[config.mk]
export PLATFORM = sky130hd
export DESIGN_NAME = mux8way_rr
export DESIGN_NICKNAME = d
export VERILOG_FILES = /design/src/rtl/mux8way_pkg.sv /design/src/rtl/rr_arbiter8.sv /design/src/rtl/mux8way_rr.sv
export SDC_FILE = /design/constraint.sdc
export NUM_CORES = 1
export LEC_CHECK = 0
export BUFFER_PORTS_ARGS = -buffer_cell sky130_fd_sc_hd__clkbuf_2
export CORE_ASPECT_RATIO = 1.1
export CORE_MARGIN = 1.5
export CORE_UTILIZATION = 33
export CTS_CLUSTER_DIAMETER = 120
export CTS_CLUSTER_SIZE = 16
export DETAILED_ROUTE_END_ITERATION = 8
export MAX_ROUTING_LAYER = met4
export PLACE_DENSITY = 0.7
export SLEW_MARGIN = 10
export SYNTH_ARGS = -nofsm -noshare
export SYNTH_HDL_FRONTEND = slang
export SYNTH_HIERARCHICAL = 1
export SYNTH_SLANG_ARGS = --single-unit
export TNS_END_PERCENT = 5
[constraint.sdc]
create_clock -name clk -period 8.66 [get_ports clk]
set_input_delay 2.165 -clock clk [delete_from_list [all_inputs] [get_ports clk]]
set_output_delay 2.165 -clock clk [all_outputs]
set_load 0.01 [all_outputs]
[src/rtl/mux8way_pkg.sv]
// Shared constants, register-state encoding and select helper for the 8-way channel fabric.
// Latency: none (declarations only).
// Backpressure: not applicable.
package mux8way_pkg;

    localparam int N_CH      = 8;
    localparam int SEL_W     = 3;
    localparam int DEF_WIDTH = 16;

    // Output register occupancy: EMPTY means out/z are stale, FULL means they hold a word.
    typedef enum logic {
        ST_EMPTY = 1'b0,
        ST_FULL  = 1'b1
    } out_state_t;

    // Decode a channel index into its one-hot ready/select vector.
    function automatic logic [N_CH-1:0] onehot8(input logic [SEL_W-1:0] sel);
        onehot8 = 8'b0000_0001 << sel;
    endfunction

endpackage

[src/rtl/rr_arbiter8.sv]
// 8-requester arbiter: circular search from last+1 (round-robin), or from 0 when fixed=1.
// Latency: purely combinational, grant valid in the same cycle as req.
// Backpressure: none inside; the caller qualifies the grant with its own load enable.
module rr_arbiter8
    import mux8way_pkg::*;
(
    input  logic [N_CH-1:0]  req,
    input  logic [SEL_W-1:0] last,
    input  logic             fixed,
    output logic [SEL_W-1:0] gnt_idx,
    output logic             gnt_any
);

    logic [SEL_W-1:0] start;
    logic [SEL_W-1:0] idx;

    // Scan from the farthest offset down to the nearest so the nearest requester wins.
    always_comb begin
        gnt_idx = '0;
        gnt_any = 1'b0;
        idx     = '0;
        start   = fixed ? '0 : last + 3'd1;
        for (int k = N_CH - 1; k >= 0; k--) begin
            idx = start + 3'(k);
            if (req[idx]) begin
                gnt_idx = idx;
                gnt_any = 1'b1;
            end
        end
    end

endmodule

[src/rtl/mux8way_rr.sv]
// Merges eight valid/ready channels into one registered stream tagged with its source index z.
// Latency: 1 clk from accept (in_ready) to out_valid; full throughput while out_ready=1.
// Backpressure: while FULL and out_ready=0 every in_ready is 0 and out/z/last hold.
module mux8way_rr
    import mux8way_pkg::*;
#(
    parameter int WIDTH     = DEF_WIDTH,
    parameter int FIXED_PRI = 0
) (
    input  logic             clk,
    input  logic             rst_n,
    input  logic [WIDTH-1:0] in0,
    input  logic [WIDTH-1:0] in1,
    input  logic [WIDTH-1:0] in2,
    input  logic [WIDTH-1:0] in3,
    input  logic [WIDTH-1:0] in4,
    input  logic [WIDTH-1:0] in5,
    input  logic [WIDTH-1:0] in6,
    input  logic [WIDTH-1:0] in7,
    input  logic [7:0]       in_valid,
    output logic [7:0]       in_ready,
    output logic [WIDTH-1:0] out,
    output logic [2:0]       z,
    output logic             out_valid,
    input  logic             out_ready,
    output logic             busy
);

    out_state_t       state;
    logic [SEL_W-1:0] last;
    logic [SEL_W-1:0] gnt_idx;
    logic             gnt_any;
    logic             can_load;
    logic             load;
    logic [WIDTH-1:0] in_arr [N_CH];
    logic [WIDTH-1:0] sel_dat;

    rr_arbiter8 u_arb (
        .req     (in_valid),
        .last    (last),
        .fixed   (FIXED_PRI != 0),
        .gnt_idx (gnt_idx),
        .gnt_any (gnt_any)
    );

    assign in_arr[0] = in0;
    assign in_arr[1] = in1;
    assign in_arr[2] = in2;
    assign in_arr[3] = in3;
    assign in_arr[4] = in4;
    assign in_arr[5] = in5;
    assign in_arr[6] = in6;
    assign in_arr[7] = in7;
    assign sel_dat   = in_arr[gnt_idx];

    // The register can take a word when empty or when its current word leaves this cycle.
    // rst_n gates the accept so nothing is handshaken while reset is held.
    assign can_load  = (state == ST_EMPTY) || out_ready;
    assign load      = rst_n && can_load && gnt_any;
    assign in_ready  = load ? onehot8(gnt_idx) : 8'h00;
    assign out_valid = (state == ST_FULL);
    assign busy      = out_valid || (|in_valid);

    // Output register and round-robin pointer; a load overrides a simultaneous drain.
    always_ff @(posedge clk or negedge rst_n) begin
        if (!rst_n) begin
            state <= ST_EMPTY;
            out   <= '0;
            z     <= '0;
            last  <= 3'b111;
        end else if (load) begin
            state <= ST_FULL;
            out   <= sel_dat;
            z     <= gnt_idx;
            last  <= gnt_idx;
        end else if (out_ready && state == ST_FULL) begin
            state <= ST_EMPTY;
        end
    end

endmodule

# ---- Yosys cells after proc, flatten, opt, wreduce, memory -nomap -nowiden
# Index checks and enable logic that the tools add are counted.
dict set report classes {
  n_reduce_logical 7
  muxes 38
  add_sub_neg 8
  bitwise_logic 2
  n_lt_le_gt_ge 9
  shifts 1
}
# op count
set op_table {}
lappend op_table {{$bmux W16 S3} 1}
lappend op_table {{$lt A3 B4 Y1 const B} 8}
lappend op_table {{$mux W16} 2}
lappend op_table {{$bmux W1 S3} 8}
lappend op_table {{$mux W3} 8}
lappend op_table {{$mux W1} 18}
lappend op_table {{$add A3 B3 Y3 const B} 4}
lappend op_table {{$mux W8} 1}
lappend op_table {{$reduce_or A8 Y1} 1}
lappend op_table {{$shl A1 B3 Y8 const A} 1}
lappend op_table {{$add A3 B1 Y3 const B} 2}
lappend op_table {{$add A3 B2 Y3 const B} 2}
lappend op_table {{$ge A4 B4 Y1 const B} 1}
lappend op_table {{$not A3 Y4} 1}
lappend op_table {{$logic_and A1 B1 Y1} 3}
lappend op_table {{$logic_or A1 B1 Y1} 2}
lappend op_table {{$reduce_bool A2 Y1} 1}
lappend op_table {{$not A1 Y1} 1}
dict set report word_totals {
  input_bits 139
  out_inout_bits 29
  elab_cells 69
  reg_bits 23
}

# ---- Logic depth before layout (Yosys ltp)
# Gate-level depths: netlist of the first run.
dict set report logic_depth {
  ltp_word 16
  ltp_mapped 18
  ltp_nobuf 14
}

# ---- By module
# Netlist of the first run, hierarchy kept.
# mod cells_per_inst area_each_um2 n_inst
set modules_own_cells {}
lappend modules_own_cells {mux8way_rr 206 2123.3 1}
lappend modules_own_cells {rr_arbiter8 116 902.1 1}

# ---- Worst setup path after synthesis of the first run
# Ideal clock, no wire load.
dict set report synth_path {
  kind {input port to output port}
  start {input port in_valid[3]}
  end {output port in_ready[0]}
  arrival_time_ns 4.440
  stages 11
  n_path_buf 2
  slack_ns 2.055
  path_cell_list {or3b_1 -> and2_1 -> mux4_2 -> inv_2 -> a21oi_1 -> a221oi_1 -> o21ai_1 -> buf_2 -> nor2_2 -> buf_2 -> and3_1}
}
dict set report synth_via {
  elab_chain_cells 12
}
# item line
set synth_lines {}
lappend synth_lines {{start, declared} mux8way_rr.sv:20} ;# input logic [7:0] in_valid,
lappend synth_lines {{$bmux W1 S3} rr_arbiter8.sv:25} ;# if (req[idx]) begin
lappend synth_lines {{$mux W1 (not written as such)} rr_arbiter8.sv:25}
lappend synth_lines {{$mux W3 (7 in series)} rr_arbiter8.sv:25}
lappend synth_lines {{$mux W3 *} rr_arbiter8.sv:25}
lappend synth_lines {{via gnt_idx[2]} mux8way_rr.sv:31} ;# logic [SEL_W-1:0] gnt_idx;
lappend synth_lines {{$shl A1 B3 Y8 *} mux8way_pkg.sv:18} ;# onehot8 = 8'b0000_0001 << sel;
lappend synth_lines {{$mux W8 *} mux8way_rr.sv:60} ;# assign in_ready = load ? onehot8(gnt_idx) : 8'h00;
lappend synth_lines {{end, declared} mux8way_rr.sv:21} ;# output logic [7:0] in_ready,
# Mark *: on every way through the listed nets, which the timed path passes. The rest lies on a longest branch. The select of a mux whose other input is x is not followed.

# ---- Worst setup path after layout of the first run
dict set report layout_path {
  start {input port in_valid[3]}
  end {output port in_ready[5]}
}
dict set report layout_via {
  elab_chain_cells 12
}
# item line
set layout_lines {}
lappend layout_lines {{$bmux W1 S3} rr_arbiter8.sv:25}
lappend layout_lines {{$mux W1 (not written as such)} rr_arbiter8.sv:25}
lappend layout_lines {{$mux W1 (7 in series)} rr_arbiter8.sv:25}
lappend layout_lines {{$mux W1 *} rr_arbiter8.sv:25}
lappend layout_lines {{via gnt_any} mux8way_rr.sv:32} ;# logic gnt_any;
lappend layout_lines {{$logic_and A1 B1 Y1 *} mux8way_rr.sv:59} ;# assign load = rst_n && can_load && gnt_any;
lappend layout_lines {{$mux W8 *} mux8way_rr.sv:60}
# Marks and branches as above.

==> results.md, run 1 <==
- Crit Path Class: input port to primary output
- CP required: about 6.5 ns
- Peak VDD IR: between 0.2 and 0.25 mV
- Crit path max-delay cell type: mux4_2
- # resized after CTS: 0
- Skew-Pair Late Insertion Delay: about 0.26 ns
- Die width: roughly 94 µm
- Synth area leader: dfrtp_1
- Max_cap viols: 0
- Synth top area share: 0.165
- # rows: 36
- Initial antenna violation count: 0
- Most common cell in the netlist: mux2i_1
- Synth Area in Simple Gates: 0.114
- Fin crit period: between 7 and 8 ns
- Slew headroom: 0.467
- Vias in the first global route: 3014
- RSZ-0062 raised after global routing: false
- Power Total: about 1.7 mW
- Detailed Place HPWL: 8.04 mm
- Worst min path class: flop to flop
- Cells after synthesis: 322
- Power Dens Cells: 432 nW/µm²
- Largest family of logic cells by synthesized area: multiplexers
- Via count: 3222
- Xor and xnor area share after synthesis: 0.00579
- Final hold vios: 0
- Port Buf Inserts: around 170
- Util after Layout: 0.442
- Fmax: between 100 and 150 MHz
- Die area: between 9000 and 10000 µm²
- Final Cycle Share: 0.819
- Core ar.: 8870 µm²
- DR iter-0 viols: 58
- Layout cells sized above 1: 0.514
- Setup violations, final: 0
- Worst slew pin tran: about 0.80 ns
- Clk sinks: 23
- Switching Share: 0.499
- Slew Viols, Final: 0
- Remaining Overflow, GRT: 0
- Int Power: between 0.8 and 0.9 mW
- Synth Register Bits: 23
- Via-per-instance ratio: 5.46
- Clk pwr share: 0.039
- Ys async rst share: 1.00
- Total wire length: ~10 mm
- Post-synth top flop: dfrtp_1
- Synth Cell Area: slightly above 3000 µm²
- Post-synthesis compound-gate area fraction: 0.253
- Clock slew at reported path FFs: 0.08 ns
- CP cell instances: clkbuf_2 > or3b_1 > and2_1 > mux4_2 > inv_2 > nor3_1 > nand4_1 > nand2_1 > or2_1 > nor3_1 > clkbuf_2
- Synth cell types: 57
- Synth Area per Inst: about 9.4 µm²
- Crit path DAT: slightly below 5 ns
- Multiplexer share of the synthesized area: 0.352
- Synth area leaders: dfrtp_1 (17%), mux2i_1 (17%), mux2_2 (15%)
- Sequential fraction of the synthesis area: 0.191
- Clock Skew: ~0.0019 ns
- Num CTS Buffers: 3
- Most common library cells after synthesis: mux2i_1 (50), mux2_2 (39), o21ai_0 (21), dfrtp_1 (20), a22o_1 (18)
- Status: completed
- Post-CTS Setup Repair Bufs: 0
- Critical Path Sink Type: primary output
- Ports: approximately 170
- Initial DRT Pass Iterations: 4
- CTS Root Cell: clkbuf_8
- Startpoint types: input port
- Crit-path max FO: 21
- Antenna viol nets, final: 0
- GPL Wtd Cong: about 0.88
- Fin nets: roughly 620
- Area share of fa/ha/maj cells after synthesis: 0.00827
- Initial Util: 0.341
- CTS tree: yes
- EDFF count, synth: 0
- CTS Hold Bufs: 0
- Flop pwr share: 0.117
- Die height: roughly 100 µm
- Yosys warns: 6
- Synthesis-to-layout area growth: 29.8%
- Routed length per instance: 16.9 µm
- Power share of the combinational group: 0.844
- CTS Buffer Depth: 2
- CP peak stage delay: 0.52 ns
- First-pass GRT wire length: between 10 and 15 mm
- GRT Util Overall: 0.205
- H-tree levels: 1
- Largest net degree at the start of global routing: slightly below 60
- Sw power: approximately 0.85 mW
- DRC: 0
- Pleak: 1.86 nW
- Fin Setup TNS: 0 ns
## routing by layer
metal,GRT usage,wire length [µm],vias to the layer above
li1,-,-,1567
met1,0.231,3930,1509
met2,0.379,5190,132
met3,0.0249,673,14
met4,0.0563,202,0
met5,-,0,-
## kinds of logic (layout without fill, tap and decap cells)
family / Yosys count / after routing
fa+ha+maj: 2 / 2
compound gates: 102 / 102
mux: 95 / 95
flops: 23 / 23
xor+xnor: 2 / 2
other cells: 1 / 4
simple gates: 63 / 63
buf+inv: 34 / 185
## cells in the final DEF, fill, tap and decap left out, types with 6 or more instances in the layout
cell type    n
clkbuf_2   167
mux2i_1     50
nor3_1      10
buf_4        6
mux2_2      39
nor2_1      11
o31ai_2     10
o22ai_1     16
a21oi_1      6
dfrtp_1     20
nand2_1     11
o21ai_0     21
a22o_1      18
## worst max-delay path: cells and delay by family
kind          cells  cell delay, ns
buf+inv           3            0.39
mux               1            0.52
simple gates      7            1.85
## layout make-up
| cell class | instances | area (µm²) |
|---|---|---|
| fillers | 875 | 4950 |
| multi-input cells | 267 | 2250 |
| repair buffers | 173 | 881 |
| flip-flops and latches | 23 | 579 |
| well taps | 114 | 143 |
| clock buffers | 4 | 45.0 |
| inverters | 8 | 30.0 |
| diodes | 1 | 2.50 |
## flip-flops by register name, indices dropped and copies added, names as in the netlist
signal     flops
last           3
z              3
out           16
out_valid      1
## metrics by stage
stage	hold slack, ns	setup slack [ns]	instances	cell area [µm²]
detailed placement	0.492	1.61	585	3880
global placement	0.483	1.64	585	3880
floorplan	0.475	2.06	324	3030
finish	0.506	1.57	590	3930
CTS	0.511	1.59	589	3920
global route	0.552	1.39	589	3920
## power by group through the flow
stage               Sequential [mW]  Combinational (mW)  Clock (mW)
floorplan                     0.213                1.18           0
global placement              0.199                1.41           0
detailed placement            0.201                1.43           0
CTS                           0.199                1.44      0.0689
global route                  0.206                1.55      0.0721
finish                        0.198                1.43      0.0661
## path summary, 6_finish.rpt
check	from	to	slack, ns	depth (start not counted)
hold / removal	out[6]$_DFFE_PN0P_	out[6]$_DFFE_PN0P_	0.51	2
max in group asynchronous	rst_n	out[14]$_DFFE_PN0P_	6.35	1
setup reg to reg	last[0]$_DFFE_PN1P_	out[2]$_DFFE_PN0P_	3.80	12
setup / recovery	in_valid[3]	in_ready[5]	1.57	11
min in group asynchronous	rst_n	out[5]$_DFFE_PN0P_	1.91	1
hold reg to reg	out[6]$_DFFE_PN0P_	out[6]$_DFFE_PN0P_	0.51	2
Note: power is estimated with default switching activity, not from simulation.
==> run 2, diff against run 1 <==
==> constraint.sdc (replaced) <==
create_clock -name clk -period 7.18 [get_ports clk]
set_input_delay 1.795 -clock clk [delete_from_list [all_inputs] [get_ports clk]]
set_output_delay 1.795 -clock clk [all_outputs]
set_load 0.01 [all_outputs]
==> run 2 against run 1 <==
Compared with the run above:
- sequential share of layout area is 0.056 points lower
- final area is 0.38% higher
- largest power group unchanged
- first-iteration DRC count is 79% higher
- via count is 0.93% lower
- clock skew is 0.0042 ns higher
- critical endpoint is now in_ready[4]
- sequential power is 21% higher
- combinational power is 22% higher
- power is 22% higher
- die area stayed put
- clock power is 21% higher
==> results.md, run 2 (synthesis results as in run 1) <==
- First-pass GRT wire length: 15.2 mm
- Num CTS Buffers: 3
- CP required: around 5.4 ns
- Die area: approximately 10000 µm²
- Largest net degree at the start of global routing: 43
- Worst slew pin tran: approximately 0.76 ns
- Startpoint types: input port
- Most frequent cell on the critical path: clkbuf_2
- CTS Root Cell: clkbuf_8
- Synthesis-to-layout area growth: 30.3%
- Int Power: 1.03 mW
- GPL Wtd Cong: just under 0.9
- Critical Path Sink Type: primary output
- Max_cap viols: 0
- Bufs and invs on worst path: 3
- CP cell instances: clkbuf_2 > or3b_1 > and2_1 > mux4_2 > o21ai_0 > o21ai_1 > a32oi_1 > nand2b_1 > buf_4 > nor3_1 > clkbuf_2
- Skew-Pair Late Insertion Delay: 0.26 ns
- Fin Setup TNS: 0 ns
- Top cell family by delay on the critical path: simple AND/OR/NAND/NOR gates
- Storage cell area: 579 µm²
- H-tree levels: 1
- Initial Util: 0.341
- Crit Path Class: input port to primary output
- Antenna viol nets, final: 0
- Crit-path max FO: 18
- CTS Buffer Depth: 2
- Slack of the critical path: about 0.93 ns
- Slew headroom: 0.490
- # resized after CTS: 0
- Detailed Place HPWL: 8.11 mm
- Switching Share: 0.501
- Core ar.: 8870 µm²
- Fmax: approximately 160 MHz
- Clk sinks: 23
- Fin nets: 619
- Fin crit period: about 6.3 ns
- Initial antenna violation count: 0
- GRT Util Overall: 0.208
- Post-CTS Setup Repair Bufs: 0
- RSZ-0062 raised after global routing: false
- Port Buf Inserts: between 150 and 200
- Multi-input gate area: 2250 µm²
- # rows: 36
- Flop pwr share: 0.116
- Clock Skew: between 0.006 and 0.007 ns
- Power Dens Cells: around 520 nW/µm²
- Top Registers: out x16, last x3, z x3
- Pleak: between 1.5 and 2 nW
- Slew Viols, Final: 0
- Crit path DAT: 4.46 ns
- Crit path max-delay cell type: mux4_2
- Max FFs per register: 16
- Via-per-instance ratio: 5.39
- # fillers: a little under 900
- Initial DRT Pass Iterations: 4
- Vias in the first global route: 3108
- CP peak stage delay: approximately 0.53 ns
- CTS tree: yes
- Worst min path class: flop to flop
- DR iter-0 viols: between 100 and 150
- Most frequent cells in the layout: clkbuf_2 (167), mux2i_1 (50), mux2_2 (39)
- CTS Hold Bufs: 0
- Setup violations, final: 0
- Power share of the combinational group: 0.845
- Ports: between 150 and 200
- DP Worst Slack: about 0.95 ns
- Via count: 3192
- Layout cells sized above 1: 0.516
- Clk pwr share: 0.039
- DRC: 0
- Most flops, register: out
- Total wire length: ~10 mm
- Clock slew at reported path FFs: roughly 0.080 ns
- Routed length per instance: about 17 µm
- Peak VDD IR: between 0.2 and 0.3 mV
- Sw power: between 1 and 1.5 mW
- Final Cycle Share: 0.871
- Commonest non-fill, non-tap cell in the layout: clkbuf_2
- Die height: 103 µm
- Remaining Overflow, GRT: 0
- Die width: between 90 and 100 µm
- Final hold vios: 0
- Status: completed
## run 2: path summary, 6_finish.rpt
kind | depth (start not counted) | to | slack [ns] | startpoint
min reg2reg | 2 | out[6]$_DFFE_PN0P_ | 0.50 | out[6]$_DFFE_PN0P_
min | 2 | out[6]$_DFFE_PN0P_ | 0.50 | out[6]$_DFFE_PN0P_
max | 11 | in_ready[4] | 0.93 | in_valid[3]
max reg2reg | 12 | out[2]$_DFFE_PN0P_ | 2.40 | last[0]$_DFFE_PN1P_
min in group asynchronous | 1 | out[3]$_DFFE_PN0P_ | 1.53 | rst_n
max in group asynchronous | 1 | out[14]$_DFFE_PN0P_ | 5.24 | rst_n
## run 2: per-stage QoR
| stage | std cells | util | hold WS, ns | power, mW | area [µm²] |
|---|---|---|---|---|---|
| after floorplan | 324 | - | 0.475 | 1.68 | 3030 |
| after global placement | 587 | 0.439 | 0.483 | 1.95 | 3890 |
| after detailed placement | 587 | 0.439 | 0.490 | 1.98 | 3890 |
| after CTS | 591 | 0.444 | 0.510 | 2.07 | 3940 |
| after global routing | 591 | 0.444 | 0.550 | 2.21 | 3940 |
| final | 592 | 0.444 | 0.503 | 2.06 | 3940 |
## run 2: layout make-up
cell class	instances	share of cell area
Antenna cell	1	0.000635
Inverter	8	0.00762
Sequential cell	23	0.147
Multi-Input combinational cell	267	0.570
Timing Repair Buffer	175	0.227
Clock buffer	4	0.0114
Tap cell	114	0.0362
## run 2: worst register-to-register path: stages (launching register included)
cell and delay (ns):
dfstp_2 0.64, ha_1 0.34, nand2_4 0.17, inv_2 0.11
ha_1 0.53, or4_1 0.68, nand2b_1 0.19, o41ai_1 0.14
a32oi_4 0.55, buf_4 0.58, nor2b_1 0.14, a2111oi_1 0.51
o41ai_2 0.09
## run 2: layer usage
layer | vias up | track usage | wire (µm)
met5 | - | - | 0
met4 | 0 | 0.0700 | 245
met3 | 16 | 0.0205 | 607
met2 | 129 | 0.384 | 5330
met1 | 1481 | 0.235 | 3910
li1 | 1566 | - | -
## run 2: power by group through the flow
| stage | clock (mW) | combinational (mW) | sequential, mW |
|---|---|---|---|
| after global routing | 0.0887 | 1.88 | 0.248 |
| after global placement | 0 | 1.71 | 0.242 |
| after floorplan | 0 | 1.42 | 0.257 |
| after detailed placement | 0 | 1.74 | 0.243 |
| after CTS | 0.0841 | 1.74 | 0.241 |
| final | 0.0801 | 1.74 | 0.240 |
==> run 3, diff against run 2 <==
--- a/config.mk
+++ b/config.mk
@@ -5,15 +5,17 @@
 export SDC_FILE = /design/constraint.sdc
 export NUM_CORES = 1
 export LEC_CHECK = 0
-export BUFFER_PORTS_ARGS = -buffer_cell sky130_fd_sc_hd__clkbuf_2
+export CELL_PAD_IN_SITES_DETAIL_PLACEMENT = 0
+export CELL_PAD_IN_SITES_GLOBAL_PLACEMENT = 1
 export CORE_ASPECT_RATIO = 1.1
 export CORE_MARGIN = 1.5
-export CORE_UTILIZATION = 33
+export CORE_UTILIZATION = 45
 export CTS_CLUSTER_DIAMETER = 120
 export CTS_CLUSTER_SIZE = 16
 export DETAILED_ROUTE_END_ITERATION = 8
+export DONT_BUFFER_PORTS = 1
 export MAX_ROUTING_LAYER = met4
-export PLACE_DENSITY = 0.7
+export PLACE_DENSITY = 0.87
 export SLEW_MARGIN = 10
 export SYNTH_ARGS = -nofsm -noshare
 export SYNTH_HDL_FRONTEND = slang
==> run 3 against run 2 <==
Compared with the run above:
- clock-buffer cell count decreased by 1
- clock power up 3.1%
- register-to-register slack lost 0.06 ns
- combinational power shrank 8%
- critical path depth down 3
- worst hold slack improved by 0.033 ns
- cell count fell by 34%
- final area fell by 22%
- via count decreased by 17%
- largest power group unchanged
- non-clock buffer count shrank 168
- routed wire length fell by 11%
- sequential power is 17% higher
==> results.md, run 3 (synthesis results as in run 1) <==
- Synthesis-to-layout area growth: 1.03%
- Most flops, register: out
- Top cell family by delay on the critical path: multiplexers
- Layout cells sized above 1: 0.256
- Fin nets: roughly 450
- Die height: approximately 90 µm
- GRT Util Overall: 0.252
- Crit Path Class: input port to primary output
- Ports: 168
- CTS Hold Bufs: 0
- Setup violations, final: 0
- Antenna diodes: 0
- Clk sinks: 23
- Dpl cells: a little under 400
- Remaining Overflow, GRT: 0
- Via count: 2645
- Clock slew at reported path FFs: about 0.09 ns
- Core ar.: 6560 µm²
- Worst min path class: flop to flop
- Bufs and invs on worst path: 0
- Non-Filler Instances: between 300 and 400
- Slew headroom: 0.461
- Power Dens Cells: roughly 640 nW/µm²
- Slew Viols, Final: 0
- Routed length per instance: 22.9 µm
- # rows: 31
- Most frequent cells in the layout: mux2i_1 (50), mux2_2 (39), o21ai_0 (21)
- CTS tree: yes
- Startpoint types: input port
- Crit-path max FO: 8
- DRC: 0
- Peak VDD IR: approximately 0.31 mV
- Vias in the first global route: 2541
- Antenna viol nets, final: 0
- Worst slew pin tran: 0.805 ns
- FF-to-FF setup slack: between 2 and 2.5 ns
- Fin crit period: around 6.2 ns
- Initial Util: 0.462
- First-pass GRT wire length: approximately 13 mm
- Fmax: about 160 MHz
- Via-per-instance ratio: around 6.8
- Largest net degree at the start of global routing: 57
- Max_cap viols: 0
- Crit path max-delay cell type: a32oi_1
- Fin Setup TNS: 0 ns
- Clock Skew: 0.00140 ns
- Total wire length: about 8.9 mm
- GPL Wtd Cong: slightly above 0.9
- Initial DRT Pass Iterations: 4
- DR iter-0 viols: 89
- H-tree levels: 1
- Max FFs per register: 16
- Status: completed
- CP required: approximately 5.4 ns
- Final hold vios: 0
- Commonest non-fill, non-tap cell in the layout: mux2i_1
- Detailed Place HPWL: between 6 and 7 mm
- CP cell instances: mux2i_1 > mux2i_1 > mux2i_1 > and2_1 > o21ai_1 > a32oi_1 > nand2_1 > nor3_1
- CTS Root Cell: clkbuf_8
- RSZ-0062 raised after global routing: false
- Top Registers: out x16, last x3, z x3
- CP peak stage delay: around 0.51 ns
- Num CTS Buffers: 3
- Port Buf Inserts: 0
- Critical Path Sink Type: primary output
- Final Cycle Share: 0.858
- Post-CTS Setup Repair Bufs: 0
- # resized after CTS: 0
- Die width: a little over 80 µm
- Initial antenna violation count: 0
- Most frequent cell on the critical path: mux2i_1
- Skew-Pair Late Insertion Delay: between 0.2 and 0.3 ns
- Crit path DAT: 4.36 ns
- Pleak: about 1.2 nW
- CTS Buffer Depth: 2
- Die area: 7220 µm²
-- run 3: cell type report --
cell class / count / area [µm²]
flip-flops and latches: 23 / 579
inverters: 8 / 30.0
well taps: 82 / 103
repair buffers: 7 / 52.6
clock buffers: 3 / 41.3
clock inverters: 1 / 5.00
fillers: 637 / 3500
multi-input cells: 267 / 2250
-- run 3: routing by layer --
metal,global-route usage,part of all wire,vias up
met1,0.295,0.39,1286
met3,0.0388,0.064,16
met4,0.0784,0.020,0
met2,0.441,0.53,112
li1,-,-,1231
met5,-,0,-
-- run 3: tightest hold or removal path, stage by stage, from the launching register on --
cell and delay, ns:
dfstp_2 0.38, o21ai_0 0.06, o21ai_0 0.09
-- run 3: final timing paths --
check / cells after the start / to / start
min in group asynchronous: 0 / out[4]$_DFFE_PN0P_ / rst_n
max in group asynchronous: 0 / last[0]$_DFFE_PN1P_ / rst_n
hold reg to reg: 2 / last[1]$_DFFE_PN1P_ / last[1]$_DFFE_PN1P_
setup / recovery: 8 / in_ready[7] / in_valid[7]
setup reg to reg: 12 / out[2]$_DFFE_PN0P_ / last[0]$_DFFE_PN1P_
hold / removal: 2 / last[1]$_DFFE_PN1P_ / last[1]$_DFFE_PN1P_
-- run 3: stage by stage --
step                      cell area, µm²  hold WS [ns]  power [mW]   util  setup WS, ns
after CTS                           3060         0.541        1.95  0.466          1.05
final                               3060         0.536        1.96  0.466          1.02
after floorplan                     3030         0.475        1.68      -          1.32
after detailed placement            3010         0.529        1.87  0.459          1.06
after global placement              3010         0.516        1.84  0.459          1.11
after global routing                3060         0.554        2.11  0.466         0.762
-- run 3: power by group --
group | switching (mW) | leakage (nW) | total [mW] | internal, mW
Clock | 0.0438 | 0.0255 | 0.0826 | 0.0388
Combinational | 0.880 | 0.867 | 1.60 | 0.718
Sequential | 0.0816 | 0.274 | 0.280 | 0.199
Total | 1.01 | 1.17 | 1.96 | 0.955
